==> src/rtl/peak_scan_ctrl.sv <==
// Round-robin peak scanner: one shared peak-hold datapath visits each enabled channel,
// discards SETTLE samples, holds the signed max over DWELL samples, then offers the result.
//   state    | meaning
//   S_IDLE   | not scanning; sel holds the last channel
//   S_SETTLE | discarding samples after a channel switch
//   S_ACQ    | tracking the signed maximum of in[sel]
module peak_scan_ctrl #(
  parameter int NCH    = 4,
  parameter int DWELL  = 3000,
  parameter int SETTLE = 4,
  localparam int SW    = (NCH > 1) ? $clog2(NCH) : 1
) (
  input  logic              clk_i,
  input  logic              rst_i,
  input  logic              en_i,
  input  logic [NCH-1:0]    chmask_i,
  input  logic [NCH*16-1:0] in_i,
  output logic [SW-1:0]     sel_o,
  output logic              busy_o,
  output logic [15:0]       res_data_o,
  output logic [SW-1:0]     res_ch_o,
  output logic              res_valid_o,
  input  logic              res_ready_i,
  output logic              ovf_o
);

  localparam int DW = (DWELL > 1) ? $clog2(DWELL) : 1;
  localparam int TW = (SETTLE > 1) ? $clog2(SETTLE) : 1;
  localparam logic [DW-1:0] DWELL_LAST  = DW'(DWELL - 1);
  localparam logic [TW-1:0] SETTLE_LAST = TW'((SETTLE > 0) ? SETTLE - 1 : 0);
  localparam logic [SW-1:0] LAST_RST    = SW'(NCH - 1);

  typedef enum logic [1:0] {S_IDLE, S_SETTLE, S_ACQ} state_t;

  state_t             state_q;
  logic [SW-1:0]      sel_q, last_q, res_ch_q;
  logic [TW-1:0]      set_cnt_q;
  logic [DW-1:0]      acq_cnt_q;
  logic signed [15:0] peak_q, res_data_q;
  logic               busy_q, res_valid_q, ovf_q;

  logic [SW-1:0]      pick_d;
  logic               pick_ok_d;
  logic signed [15:0] samp_d, cand_d;
  logic               win_end_d, launch_d;

  // Walk offsets from far to near so the nearest enabled channel after last_q wins.
  always_comb begin
    pick_d    = last_q;
    pick_ok_d = |chmask_i;
    for (int i = NCH; i >= 1; i--) begin
      if (chmask_i[SW'((int'(last_q) + i) % NCH)]) pick_d = SW'((int'(last_q) + i) % NCH);
    end
  end

  assign samp_d    = in_i[sel_q*16 +: 16];
  assign cand_d    = (acq_cnt_q == '0 || samp_d > peak_q) ? samp_d : peak_q;
  assign win_end_d = (state_q == S_ACQ) && en_i && (acq_cnt_q == DWELL_LAST);
  assign launch_d  = en_i && pick_ok_d && (state_q == S_IDLE || win_end_d);

  always_ff @(posedge clk_i or posedge rst_i) begin
    if (rst_i) begin
      state_q     <= S_IDLE;
      sel_q       <= '0;
      last_q      <= LAST_RST;
      set_cnt_q   <= '0;
      acq_cnt_q   <= '0;
      peak_q      <= '0;
      res_data_q  <= '0;
      res_ch_q    <= '0;
      res_valid_q <= 1'b0;
      busy_q      <= 1'b0;
      ovf_q       <= 1'b0;
    end else begin
      ovf_q <= 1'b0;
      if (res_valid_q && res_ready_i) res_valid_q <= 1'b0;

      if (launch_d) begin
        sel_q     <= pick_d;
        last_q    <= pick_d;
        set_cnt_q <= '0;
        acq_cnt_q <= '0;
        busy_q    <= 1'b1;
        state_q   <= (SETTLE == 0) ? S_ACQ : S_SETTLE;
      end else begin
        case (state_q)
          S_SETTLE: begin
            if (!en_i) begin
              state_q <= S_IDLE;
              busy_q  <= 1'b0;
            end else if (set_cnt_q == SETTLE_LAST) begin
              state_q   <= S_ACQ;
              acq_cnt_q <= '0;
            end else begin
              set_cnt_q <= set_cnt_q + 1'b1;
            end
          end
          S_ACQ: begin
            if (!en_i || win_end_d) begin
              state_q <= S_IDLE;
              busy_q  <= 1'b0;
            end else begin
              peak_q    <= cand_d;
              acq_cnt_q <= acq_cnt_q + 1'b1;
            end
          end
          default: ;
        endcase
      end

      // A finished window either lands in a free (or freeing) slot or is dropped.
      if (win_end_d) begin
        if (!res_valid_q || res_ready_i) begin
          res_data_q  <= cand_d;
          res_ch_q    <= sel_q;
          res_valid_q <= 1'b1;
        end else begin
          ovf_q <= 1'b1;
        end
      end
    end
  end

  assign sel_o       = sel_q;
  assign busy_o      = busy_q;
  assign res_data_o  = res_data_q;
  assign res_ch_o    = res_ch_q;
  assign res_valid_o = res_valid_q;
  assign ovf_o       = ovf_q;

endmodule

==> config.mk <==
export PLATFORM = sky130hd
export DESIGN_NAME = peak_scan_ctrl
export DESIGN_NICKNAME = d
export VERILOG_FILES = /design/src/rtl/peak_scan_ctrl.sv
export SDC_FILE = /design/constraint.sdc
export NUM_CORES = 1
export LEC_CHECK = 0
export ABC_AREA = 1
export CORE_UTILIZATION = 35
export CTS_BUF_LIST = sky130_fd_sc_hd__clkbuf_4
export DETAILED_ROUTE_END_ITERATION = 16
export PLACE_DENSITY_LB_ADDON = 0.1
export SYNTH_ARGS = -nofsm -noshare
export SYNTH_HDL_FRONTEND = slang
export SYNTH_SLANG_ARGS = --single-unit
==> constraint.sdc <==
create_clock -name clk_i -period 2.4 [get_ports clk_i]
set_input_delay 0.48 -clock clk_i [delete_from_list [all_inputs] [get_ports clk_i]]
set_output_delay 0.48 -clock clk_i [all_outputs]
set_load 0.02 [all_outputs]
# After elaboration in Yosys (flattened, before gate mapping)
# Cells that the tools add are included.
# word_totals
in_bits	72
wordCells	99
register_bits	57
# classes
n_bitwise	2
order_cmp	5
n_eq_ne	11
muxes	40
add_sub_neg	6
n_shift	1
n_reduce_logical	23
# ops
operator	count
$shiftx A64 B7 Y16	1
$mux W12	4
$mux W2	12
$pmux W12 S2	1
$gt A16 B16 Y1	1
$lt A2 B4 Y1 const B	4
$mux W1	16
$mux W16	1
$add A12 B1 Y12 const B	1
$eq A12 B12 Y1 const B	1
$logic_not A12 Y1	1
$ne A3 B3 Y1 const B	4
$reduce_and A3 Y1	4
$bmux W1 S2	4
$add A2 B1 Y2 const B	3
$logic_and A1 B1 Y1	5
$add A2 B2 Y2 const B	2
$eq A2 B2 Y1 const B	2
$logic_or A1 B1 Y1	4
$ne A4 B4 Y1 const B	1
$pmux W2 S2	1
$reduce_and A4 Y1	1
$reduce_bool A2 Y1	2
$reduce_or A4 Y1	1
9 further kinds	11

# Longest topological paths before layout
# Gate-level depths: netlist of the first run.
# logic_depth
depth_word	8
ltp_mapped	22
mapped_depth_nobuf	19

# Least setup slack after synthesis of the first run
# Ideal clock, no wire load.
# synth_path
path_type	register to register
start	register sel_q[0], in the netlist sel_o[0]
end	register res_data_q[0], in the netlist res_data_o[0]
path_stages_with_launch	18
setup_ns	0.118
n_path_buf	3
arrival_time_ns	2.597
period_less_slack_ns	2.715
required_ns	2.282
setup_slack_ns	-0.315
cell_sequence	dfrtp_1 > clkbuf_1 > clkinv_1 > clkbuf_1 > nand2_1 > a32oi_1 > ha_1 > a21oi_1 > o21ai_0 > a21oi_1 > nand2_1 > nand2_1 > nand3_2 > nand2_2 > buf_4 > nand2_1 > nand3_1 > nand2_1
# synth_via
elab_chain_cells	4
# synth_rtl
element	line_no	text
start: declaration	36	logic [SW-1:0] sel_q, last_q, res_ch_q;
start signal: assignment	79	sel_q <= pick_d;
$shiftx A64 B7 Y16 (*)	56	assign samp_d = in_i[sel_q*16 +: 16];
$gt A16 B16 Y1	57	assign cand_d = (acq_cnt_q == '0 || samp_d > peak_q) ? samp_d : peak_q;
$logic_or A1 B1 Y1	57	
$mux W16 (*)	57	
end signal: assignment	114	res_data_q <= cand_d;
end: declaration	39	logic signed [15:0] peak_q, res_data_q;
# Every way passes the cells marked *; elsewhere a longest branch is shown, timed or not.
# A chain may end at the register's enable or synchronous reset.

# Worst setup path in the final report of the first run
# layout_path
start	register sel_q[0], in the netlist sel_o[0]
end	register res_data_q[11], in the netlist res_data_o[11]
# Same word-level chain as after synthesis.

==> reports/metrics.csv, run 1 <==
metric,value,unit
pre_cts_slack,-0.5814,ns
numCtsBuffers,9,
root_buffer,clkbuf_4,
gp_congestion,0.8812,
grt_pass1_vias,4246,
hpwl,8741,um
syn_to_final_growth,53.40,%
critPathCaptureType,flop,
ios,95,
violations,negative setup slack,
finalSetupViolCount,32,
avgSynthCellArea,6.872,um^2
final_layout_size_suffix_gt1_frac,0.2262,
setup_ws,-0.2485,ns
route.detailed.wl_per_inst,14.75,um
yosysWarnings,0,
hold_class,input port to async pin,
tritoncts,done,
portBuffers,94,
rsz0062_at_grt,true,
num_vias,4394,
grt_pass1_wl,19820,um
critPathKind,flop to flop,
grt.total_usage,0.2135,
antenna_found_initial,0,
chipWidth,110.1,um
cts_buffer_depth,2,
core.rowCount,39,
cts_hold_buf,0,
cp.arrival,3.00,ns
gr-total-overflow,0,
yosysUniqueCellTypes,36,
worst_clock_skew,0.01628,ns
grt_max_degree,58,
synthesis.area,4089,um^2
wl,12930,um
tightestPinTransition,0.3561,ns
clock_latency,0.42,ns
clock.fmax,377.6,MHz
start_util,0.3581,
cts_max_level,3,
die_area,12120,um^2
syn_nets,686,
coreArea,11420,um^2
synth-seq-cells,57,
nets,820,
status,"finished, violations left",
maxSlewHeadroom,0.7626,
vias_per_cell,5.010,
antenna_cells,0,
fin_util,0.5493,
drtIter0Drc,158,
syn_inst,595,
cap_violations,0,
fillCellCount,1096,
postRouteAntennaNets,0,
drc,0,
path_clk_slew,0.12,ns
final_max_slew_viol_count,0,
whs,0.4101,ns
firstDrtPassIters,4,
hold_violations,0,
synth-seq-area-share,0.3494,
timing.final.crit_period,2.649,ns
period_share,1.104,
required,2.76,ns
cp-start-kind,flop,
die_h,110.1,um
power_density,1242,nW/um^2
leakagePower,2.973,nW
vdd_drop_max,0.6239,mV
cp_max_fo,7,
clkSinkCount,57,
## flip-flops by register name, indices dropped and copies added, names as in the netlist
name	cells
acq_cnt_q	12
sel_o	2
res_valid_o	1
res_data_o	16
set_cnt_q	2
last_q	2
res_ch_o	2
state_q	2
busy_o	1
peak_q	16
ovf_o	1
## cells in the final DEF (no fill, tap or decap), drive strengths merged, types with 2 or more instances in the layout
cell type	n
a21oi	31
a32oi	15
buf	52
bufinv	3
clkbuf	10
clkdlybuf4s50	94
clkinv	5
dfrtp	55
dfstp	2
ha	19
inv	71
nand2	223
nand3	76
nand4	16
nor2	24
nor3	10
nor4	2
o21ai	12
or2	4
xor2	3
## timing repair
item | 4_1_cts | 5_1_grt
setup endpoints to repair | 32 | 32
setup buffers | 3 | 8
endpoints found under the hold margin | 0 | 0
resized for setup | 23 | 75
pin swaps | 11 | 36
gates cloned | 3 | 2
## synthesized netlist by cell type, drive strengths merged
cell type	n	area, um^2
xor2	3	26.28
a21o	1	7.510
buf	12	102.6
o21bai	1	7.510
o21ai	12	60.06
clkinv	2	7.510
dfrtp	55	1376
or2	4	25.03
a21oi	31	155.2
o22ai	1	6.260
nor2	24	90.09
inv	68	255.2
ha	19	237.7
a32o	1	10.01
nor3b	1	7.510
nand3	76	420.4
a41oi	1	16.27
dfstp	2	52.55
nand2	222	850.8
o211ai	1	7.510
nor4	2	12.51
clkbuf	15	56.30
nand4	16	106.4
a32oi	15	131.4
nor3	10	60.06
## worst paths after layout
| kind | to | depth (start not counted) | slack [ns] | from |
|---|---|---|---|---|
| worst max-delay path | res_data_o[11]$_DFFE_PP0P_ | 17 | -0.25 | sel_o[0]$_DFFE_PP0N_ |
| worst min-delay path | peak_q[2]$_DFFE_PP0P_ | 3 | 0.41 | rst_i |
| max in group asynchronous | last_q[0]$_DFFE_PP1N_ | 3 | 1.66 | rst_i |
| min in group clk_i | busy_o$_DFFE_PP0P_ | 2 | 0.49 | busy_o$_DFFE_PP0P_ |
| worst min register to register | busy_o$_DFFE_PP0P_ | 2 | 0.49 | busy_o$_DFFE_PP0P_ |
| worst max register to register | res_data_o[11]$_DFFE_PP0P_ | 17 | -0.25 | sel_o[0]$_DFFE_PP0N_ |
## metal layers
layer | track usage | share of wire
met5 | 0 | 0
met4 | 0.05429 | 0.0084
met3 | 0.03939 | 0.058
met2 | 0.3884 | 0.50
met1 | 0.2574 | 0.43
## report_power, final
group	leakage [nW]	switching, mW	total, mW	internal [mW]
registers	0.756	0.170	1.35	1.18
logic	2.12	3.12	5.47	2.35
clock network	0.101	0.435	0.973	0.538
## cell families (layout without fill, tap and decap cells)
kind of cell,Yosys count,count (layout),synth area share
xor gates and xnor gates,3,3,0.006427
adders and majority gates,19,19,0.05814
buffers and inverters,97,235,0.1031
and+or+nand+nor,355,356,0.3846
DFF,57,57,0.3494
AOI/OAI and AO/OA,64,64,0.09823
## critical path, cell delays in order (launching register included)
cell and delay, ns:
dfrtp_2 0.52, buf_12 0.17, buf_12 0.13, nand2_4 0.05, a32oi_4 0.25, ha_1 0.28
a21oi_1 0.15, nand2_1 0.07, nand2_1 0.05, nand2_1 0.06, nand2_2 0.08, nand2_2 0.06
nand2_2 0.09, nand3_4 0.18, buf_8 0.21, nand3_2 0.06, nand3_1 0.08, nand2_1 0.08
## per-stage QoR
stage                     area (um^2)  total power [mW]  std cells  TNS [ns]
after floorplan                  4190             4.097        595   -0.6017
after global placement           5455             5.358        849    -17.72
after detailed placement         5455             5.438        849    -17.76
after CTS                        5851             6.912        869    -5.808
after global routing             6272             8.429        877    -11.87
final                            6272             7.791        877    -7.253
## area by class of cell
cell class / instances / area, um^2 / share of cell area
multi-input combinational: 442 / 2711 / 0.4323
tap: 143 / 178.9 / 0.02853
clock inverter: 7 / 125.1 / 0.01995
timing repair inverter: 2 / 25.02 / 0.003990
sequential: 57 / 1430 / 0.2280
inverter: 70 / 276.5 / 0.04409
timing repair buffer: 147 / 1458 / 0.2324
clock buffer: 9 / 67.56 / 0.01077
Note: power is estimated with default switching activity, not from simulation.
==> run 2, diff against run 1 <==
--- a/config.mk
+++ b/config.mk
@@ -10,6 +10,7 @@
 export CTS_BUF_LIST = sky130_fd_sc_hd__clkbuf_4
 export DETAILED_ROUTE_END_ITERATION = 16
 export PLACE_DENSITY_LB_ADDON = 0.1
+export SKIP_CTS_REPAIR_TIMING = 1
 export SYNTH_ARGS = -nofsm -noshare
 export SYNTH_HDL_FRONTEND = slang
 export SYNTH_SLANG_ARGS = --single-unit
==> run 2 against run 1 <==
The run still ends with negative setup slack left. Sequential power about the same. Total power decreased by 5.5%. Register-to-register slack got worse by 0.02 ns. Global-route usage decreased by 0.83 points. Core utilization decreased by 1.4 points. Largest cell class unchanged. Largest power group unchanged.
==> reports/metrics.csv, run 2 (same netlist as run 1, synthesis figures left out) <==
metric,value,unit,change
grt.total_usage,0.2052,,was 0.2135
num_vias,4375,,was 4394
cp-start-kind,flop,,unchanged
antenna_found_initial,0,,unchanged
grt_pass1_vias,4136,,was 4246
critPathCaptureType,flop,,unchanged
numCtsBuffers,9,,unchanged
clkSinkCount,57,,unchanged
required,2.72,ns,was 2.76 ns
cts_buffer_depth,2,,unchanged
cpMostUsedCell,nand2_1,,unchanged
power_density,1204,nW/um^2,was 1242 nW/um^2
final_area,6111,um^2,was 6272 um^2
firstDrtPassIters,4,,unchanged
path_clk_slew,0.12,ns,about the same
status,"finished, violations left",,unchanged
setup_ws,-0.2686,ns,was -0.2485 ns
cp_max_fo,7,,unchanged
final_max_slew_viol_count,0,,unchanged
critPathKind,flop to flop,,unchanged
chipWidth,110.1,um,unchanged
hold_violations,0,,unchanged
nets,816,,was 820
hpwl,8741,um,unchanged
tightestPinTransition,0.3426,ns,was 0.3561 ns
die_area,12120,um^2,unchanged
cpPeakStageDelay,0.60,ns,was 0.52 ns
cap_violations,0,,unchanged
finalSetupViolCount,32,,unchanged
root_buffer,clkbuf_4,,unchanged
hold_class,input port to async pin,,unchanged
antenna_cells,0,,unchanged
portBuffers,94,,unchanged
ios,95,,unchanged
place_area,5455,um^2,unchanged
cp.arrival,2.99,ns,was 3.00 ns
route.detailed.wl_per_inst,14.86,um,was 14.75 um
worst_clock_skew,0.01667,ns,was 0.01628 ns
tritoncts,done,,unchanged
start_util,0.3581,,unchanged
gp_congestion,0.8812,,unchanged
syn_to_final_growth,49.45,%,was 53.40%
cp_slowest_cell,dfrtp_4,,was dfrtp_2
wl,12970,um,was 12930 um
cts_max_level,3,,unchanged
clock_latency,0.42,ns,about the same
leakagePower,2.945,nW,was 2.973 nW
grt_pass1_wl,19100,um,was 19820 um
drc,0,,unchanged
rsz0062_at_grt,true,,unchanged
clock.fmax,374.7,MHz,was 377.6 MHz
period_share,1.112,,was 1.104
core.rowCount,39,,unchanged
pre_cts_slack,-0.5814,ns,unchanged
drtIter0Drc,228,,was 158
postRouteAntennaNets,0,,unchanged
vdd_drop_max,0.5220,mV,was 0.6239 mV
die_h,110.1,um,unchanged
vias_per_cell,5.011,,was 5.010
violations,negative setup slack,,unchanged
gr-total-overflow,0,,unchanged
maxSlewHeadroom,0.7713,,was 0.7626
final_layout_size_suffix_gt1_frac,0.1918,,was 0.2262
layout_common_cells,"206 x nand2_1, 94 x clkdlybuf4s50_1, 63 x inv_1",,"was 199 x nand2_1, 94 x clkdlybuf4s50_1, 64 x inv_1"
grt_max_degree,58,,unchanged
cp_cell_sequence,clkinv_8 > buf_8 > buf_6 > nand2_1 > a32o_2 > ha_4 > inv_2 > nand2_1 > nand2_1 > nand2_1 > nand2_1 > nand2_1 > nand2_1 > nand2_1 > nand2_1 > nand2_2 > nand3_4 > buf_4 > nand3_1 > nand3_1 > nand2_1,,was buf_12 > buf_12 > nand2_4 > a32oi_4 > ha_1 > a21oi_1 > nand2_1 > nand2_1 > nand2_1 > nand2_2 > nand2_2 > nand2_2 > nand3_4 > buf_8 > nand3_2 > nand3_1 > nand2_1
timing.final.crit_period,2.669,ns,was 2.649 ns
coreArea,11420,um^2,unchanged
layout_commonest_cell,nand2_1,,unchanged
fin_util,0.5352,,was 0.5493
## run 2: cell count changes in the layout (fill, tap and decap cells not counted), sizes merged
cell / change
buf: -4
clkbuf: +1
clkinv: -1
## run 2: path summary, 6_finish.rpt
kind | to | cells past startpoint | startpoint | slack [ns]
min in group clk_i | busy_o$_DFFE_PP0P_ | 2 | busy_o$_DFFE_PP0P_ | 0.49
min reg2reg | busy_o$_DFFE_PP0P_ | 2 | busy_o$_DFFE_PP0P_ | 0.49
max | peak_q[6]$_DFFE_PP0P_ | 21 | sel_o[0]$_DFFE_PP0N_ | -0.27
min | res_data_o[3]$_DFFE_PP0P_ | 3 | rst_i | 0.41
max reg2reg | peak_q[6]$_DFFE_PP0P_ | 21 | sel_o[0]$_DFFE_PP0N_ | -0.27
max in group asynchronous | last_q[0]$_DFFE_PP1N_ | 3 | rst_i | 1.66
## run 2: per-stage QoR
stage / TNS [ns] / hold WS [ns] / power [mW] / std cells
6_report: -7.092 / 0.4065 / 7.361 / 873
3_5_place_dp: -17.76 / 0.4651 / 5.438 / 849
4_1_cts: -8.708 / 0.4021 / 6.434 / 865
3_3_place_gp: -17.72 / 0.4607 / 5.358 / 849
5_1_grt: -12.52 / 0.4445 / 7.972 / 873
2_1_floorplan: -0.6017 / 0.4459 / 4.097 / 595
## run 2: area by class of cell
type / instances / area, um^2
well taps: 143 / 178.9
fillers: 1111 / 5308
multi-input cells: 442 / 2594
flip-flops and latches: 57 / 1433
repair buffers: 144 / 1428
repair inverters: 1 / 8.758
clock buffers: 9 / 67.56
clock inverters: 7 / 125.1
inverters: 70 / 276.5
## run 2: where the power goes
group / internal (mW) / leakage [nW] / switching [mW] / total [mW]
logic: 2.13 / 2.09 / 2.87 / 5.01
clock network: 0.538 / 0.101 / 0.435 / 0.973
registers: 1.19 / 0.756 / 0.194 / 1.38
## run 2: worst max-delay path: cells and delay by family (launching register included)
family / cells / cell delay [ns]
buffers and inverters: 5 / 0.54
adder cells (fa/ha/maj): 1 / 0.17
AO/OA/AOI/OAI: 1 / 0.28
AND/OR/NAND/NOR: 14 / 0.99
flip-flops: 1 / 0.60
## run 2: metal layers
metal  global-route usage  share of wire
met1               0.2501           0.43
met2               0.3679           0.50
met3              0.03939          0.059
met4              0.05429         0.0080
met5                    0              0
==> run 3, diff against run 2 <==
--- a/config.mk
+++ b/config.mk
@@ -9,7 +9,7 @@
 export CORE_UTILIZATION = 35
 export CTS_BUF_LIST = sky130_fd_sc_hd__clkbuf_4
 export DETAILED_ROUTE_END_ITERATION = 16
-export PLACE_DENSITY_LB_ADDON = 0.1
+export PLACE_DENSITY = 0.71
 export SKIP_CTS_REPAIR_TIMING = 1
 export SYNTH_ARGS = -nofsm -noshare
 export SYNTH_HDL_FRONTEND = slang
==> run 3 against run 2 <==
The run still ends with negative setup slack left. Routed wire length increased by 2.1%. Combinational power increased by 3%. Clock skew increased by 0.0063 ns. Clock power decreased by 38%. Core utilization decreased by 0.73 points. First-iteration DRC count increased by 56%.
==> reports/metrics.csv, run 3 (same netlist as run 1, synthesis figures left out) <==
metric,value,unit,change
cts_buffer_depth,2,,unchanged
hold_class,input port to async pin,,unchanged
r2r-start,sel_o[0]$_DFFE_PP0N_,,unchanged
timing.final.crit_period,2.772,ns,was 2.669 ns
antenna_cells,0,,unchanged
layout_commonest_cell,nand2_1,,unchanged
wl,13250,um,was 12970 um
portBuffers,94,,unchanged
rsz0062_at_grt,true,,unchanged
tritoncts,done,,unchanged
period_share,1.155,,was 1.112
drtIter0Drc,356,,was 228
worst_clock_skew,0.02300,ns,was 0.01667 ns
numCtsBuffers,9,,unchanged
hpwl,9022,um,was 8741 um
cp-start-kind,flop,,unchanged
pre_cts_slack,-0.5543,ns,was -0.5814 ns
maxSlewHeadroom,0.6137,,was 0.7713
vias_per_cell,5.087,,was 5.011
status,"finished, violations left",,unchanged
num_vias,4482,,was 4375
power_density,1177,nW/um^2,was 1204 nW/um^2
cts_max_level,3,,unchanged
r2r_end,res_data_o[0]$_DFFE_PP0P_,,was peak_q[6]$_DFFE_PP0P_
drc,0,,unchanged
postRouteAntennaNets,0,,unchanged
path_clk_slew,0.11,ns,was 0.12 ns
cp.arrival,3.07,ns,was 2.99 ns
clock_latency,0.42,ns,about the same
gp_congestion,0.8955,,was 0.8812
critPathKind,flop to flop,,unchanged
vdd_drop_max,0.9847,mV,was 0.5220 mV
grt.total_usage,0.2004,,was 0.2052
cp_slowest_cell,dfrtp_4,,unchanged
grt_pass1_vias,4081,,was 4136
coreArea,11420,um^2,unchanged
clock.fmax,360.7,MHz,was 374.7 MHz
cp_max_fo,8,,was 7
final_layout_size_suffix_gt1_frac,0.1965,,was 0.1918
syn_to_final_growth,47.40,%,was 49.45%
cp_cell_sequence,buf_12 > clkbuf_16 > a21oi_2 > a32oi_2 > ha_1 > a21oi_1 > o21ai_0 > a21oi_2 > nand2_2 > nand2_2 > nand3_4 > buf_6 > nand2_8 > nand2_1 > nand3_1 > nand2_1,,was clkinv_8 > buf_8 > buf_6 > nand2_1 > a32o_2 > ha_4 > inv_2 > nand2_1 > nand2_1 > nand2_1 > nand2_1 > nand2_1 > nand2_1 > nand2_1 > nand2_1 > nand2_2 > nand3_4 > buf_4 > nand3_1 > nand3_1 > nand2_1
chipWidth,110.1,um,unchanged
clkSinkCount,57,,unchanged
required,2.70,ns,was 2.72 ns
r2r_slack,-0.37,ns,was -0.27 ns
gr-total-overflow,0,,unchanged
cap_violations,0,,unchanged
layout_common_cells,"208 x nand2_1, 94 x clkdlybuf4s50_1, 67 x nand3_1",,"was 206 x nand2_1, 94 x clkdlybuf4s50_1, 63 x inv_1"
tightestPinTransition,0.5779,ns,was 0.3426 ns
r2r_cells,16,,was 21
whs,0.4053,ns,was 0.4065 ns
start_util,0.3581,,unchanged
grt_pass1_wl,18980,um,was 19100 um
place_inst,850,,was 849
hold_violations,0,,unchanged
nets,824,,was 816
final_area,6027,um^2,was 6111 um^2
critPathCaptureType,flop,,unchanged
grt_max_degree,40,,was 58
setup_ws,-0.3724,ns,was -0.2686 ns
finalSetupViolCount,32,,unchanged
final_max_slew_viol_count,0,,unchanged
cp_top_family,compound AO/OA/AOI/OAI gates,,was simple AND/OR/NAND/NOR gates
die_area,12120,um^2,unchanged
violations,negative setup slack,,unchanged
place_area,5463,um^2,was 5455 um^2
leakagePower,2.945,nW,about the same
ios,95,,unchanged
route.detailed.wl_per_inst,15.04,um,was 14.86 um
core.rowCount,39,,unchanged
fin_cells,881,,was 873
firstDrtPassIters,5,,was 4
root_buffer,clkbuf_4,,unchanged
cpPeakStageDelay,0.51,ns,was 0.60 ns
antenna_found_initial,0,,unchanged
critPathBufInv,3,,was 5
die_h,110.1,um,unchanged
run 3: worst reg2reg max path, stage by stage (launching register included):
cell and delay [ns]:
dfrtp_4 0.51, buf_12 0.16, clkbuf_16 0.17, a21oi_2 0.14, a32oi_2 0.08, ha_1 0.35, a21oi_1 0.15, o21ai_0 0.14
a21oi_2 0.18, nand2_2 0.07, nand2_2 0.08, nand3_4 0.09, buf_6 0.14, nand2_8 0.11, nand2_1 0.11, nand3_1 0.11
nand2_1 0.07
run 3: layout make-up:
type                       count  area [um^2]
fill                        1063         5391
multi-input combinational    442         2527
timing repair buffer         151         1476
sequential                    57         1433
inverter                      70        276.5
tap                          143        178.9
clock buffer                  10        75.07
clock inverter                 6        35.03
timing repair inverter         2        25.02
run 3: metrics by stage:
stage | utilization | setup TNS [ns] | total power, mW
floorplan | - | -0.6017 | 4.097
CTS | 0.4881 | -8.300 | 6.035
global placement | 0.4784 | -14.34 | 5.264
finish | 0.5278 | -10.19 | 7.097
global route | 0.5278 | -13.69 | 7.701
detailed placement | 0.4784 | -16.01 | 5.408
run 3: routing by layer:
metal,track usage,part of all wire
met5,0,0
met4,0.05810,0.014
met3,0.04292,0.084
met2,0.3531,0.49
met1,0.2444,0.42
run 3: worst max-delay path by stage:
stage | from | end | slack [ns] | cells past startpoint
after detailed placement | in_i[19] | res_data_o[0]$_DFFE_PP0P_ | -0.55 | 17
after floorplan | sel_o[0]$_DFFE_PP0N_ | res_data_o[0]$_DFFE_PP0P_ | -0.03 | 18
final | sel_o[0]$_DFFE_PP0N_ | res_data_o[0]$_DFFE_PP0P_ | -0.37 | 16
after global routing | sel_o[0]$_DFFE_PP0N_ | res_data_o[7]$_DFFE_PP0P_ | -0.47 | 16
after CTS | sel_o[0]$_DFFE_PP0N_ | res_data_o[0]$_DFFE_PP0P_ | -0.33 | 17
after global placement | in_i[19] | res_data_o[9]$_DFFE_PP0P_ | -0.51 | 15
run 3: report_power, final:
part	total [mW]	switching, mW	internal (mW)
combinational	5.16	2.94	2.22
clock	0.600	0.384	0.217
sequential	1.34	0.149	1.19
total	7.10	3.48	3.62
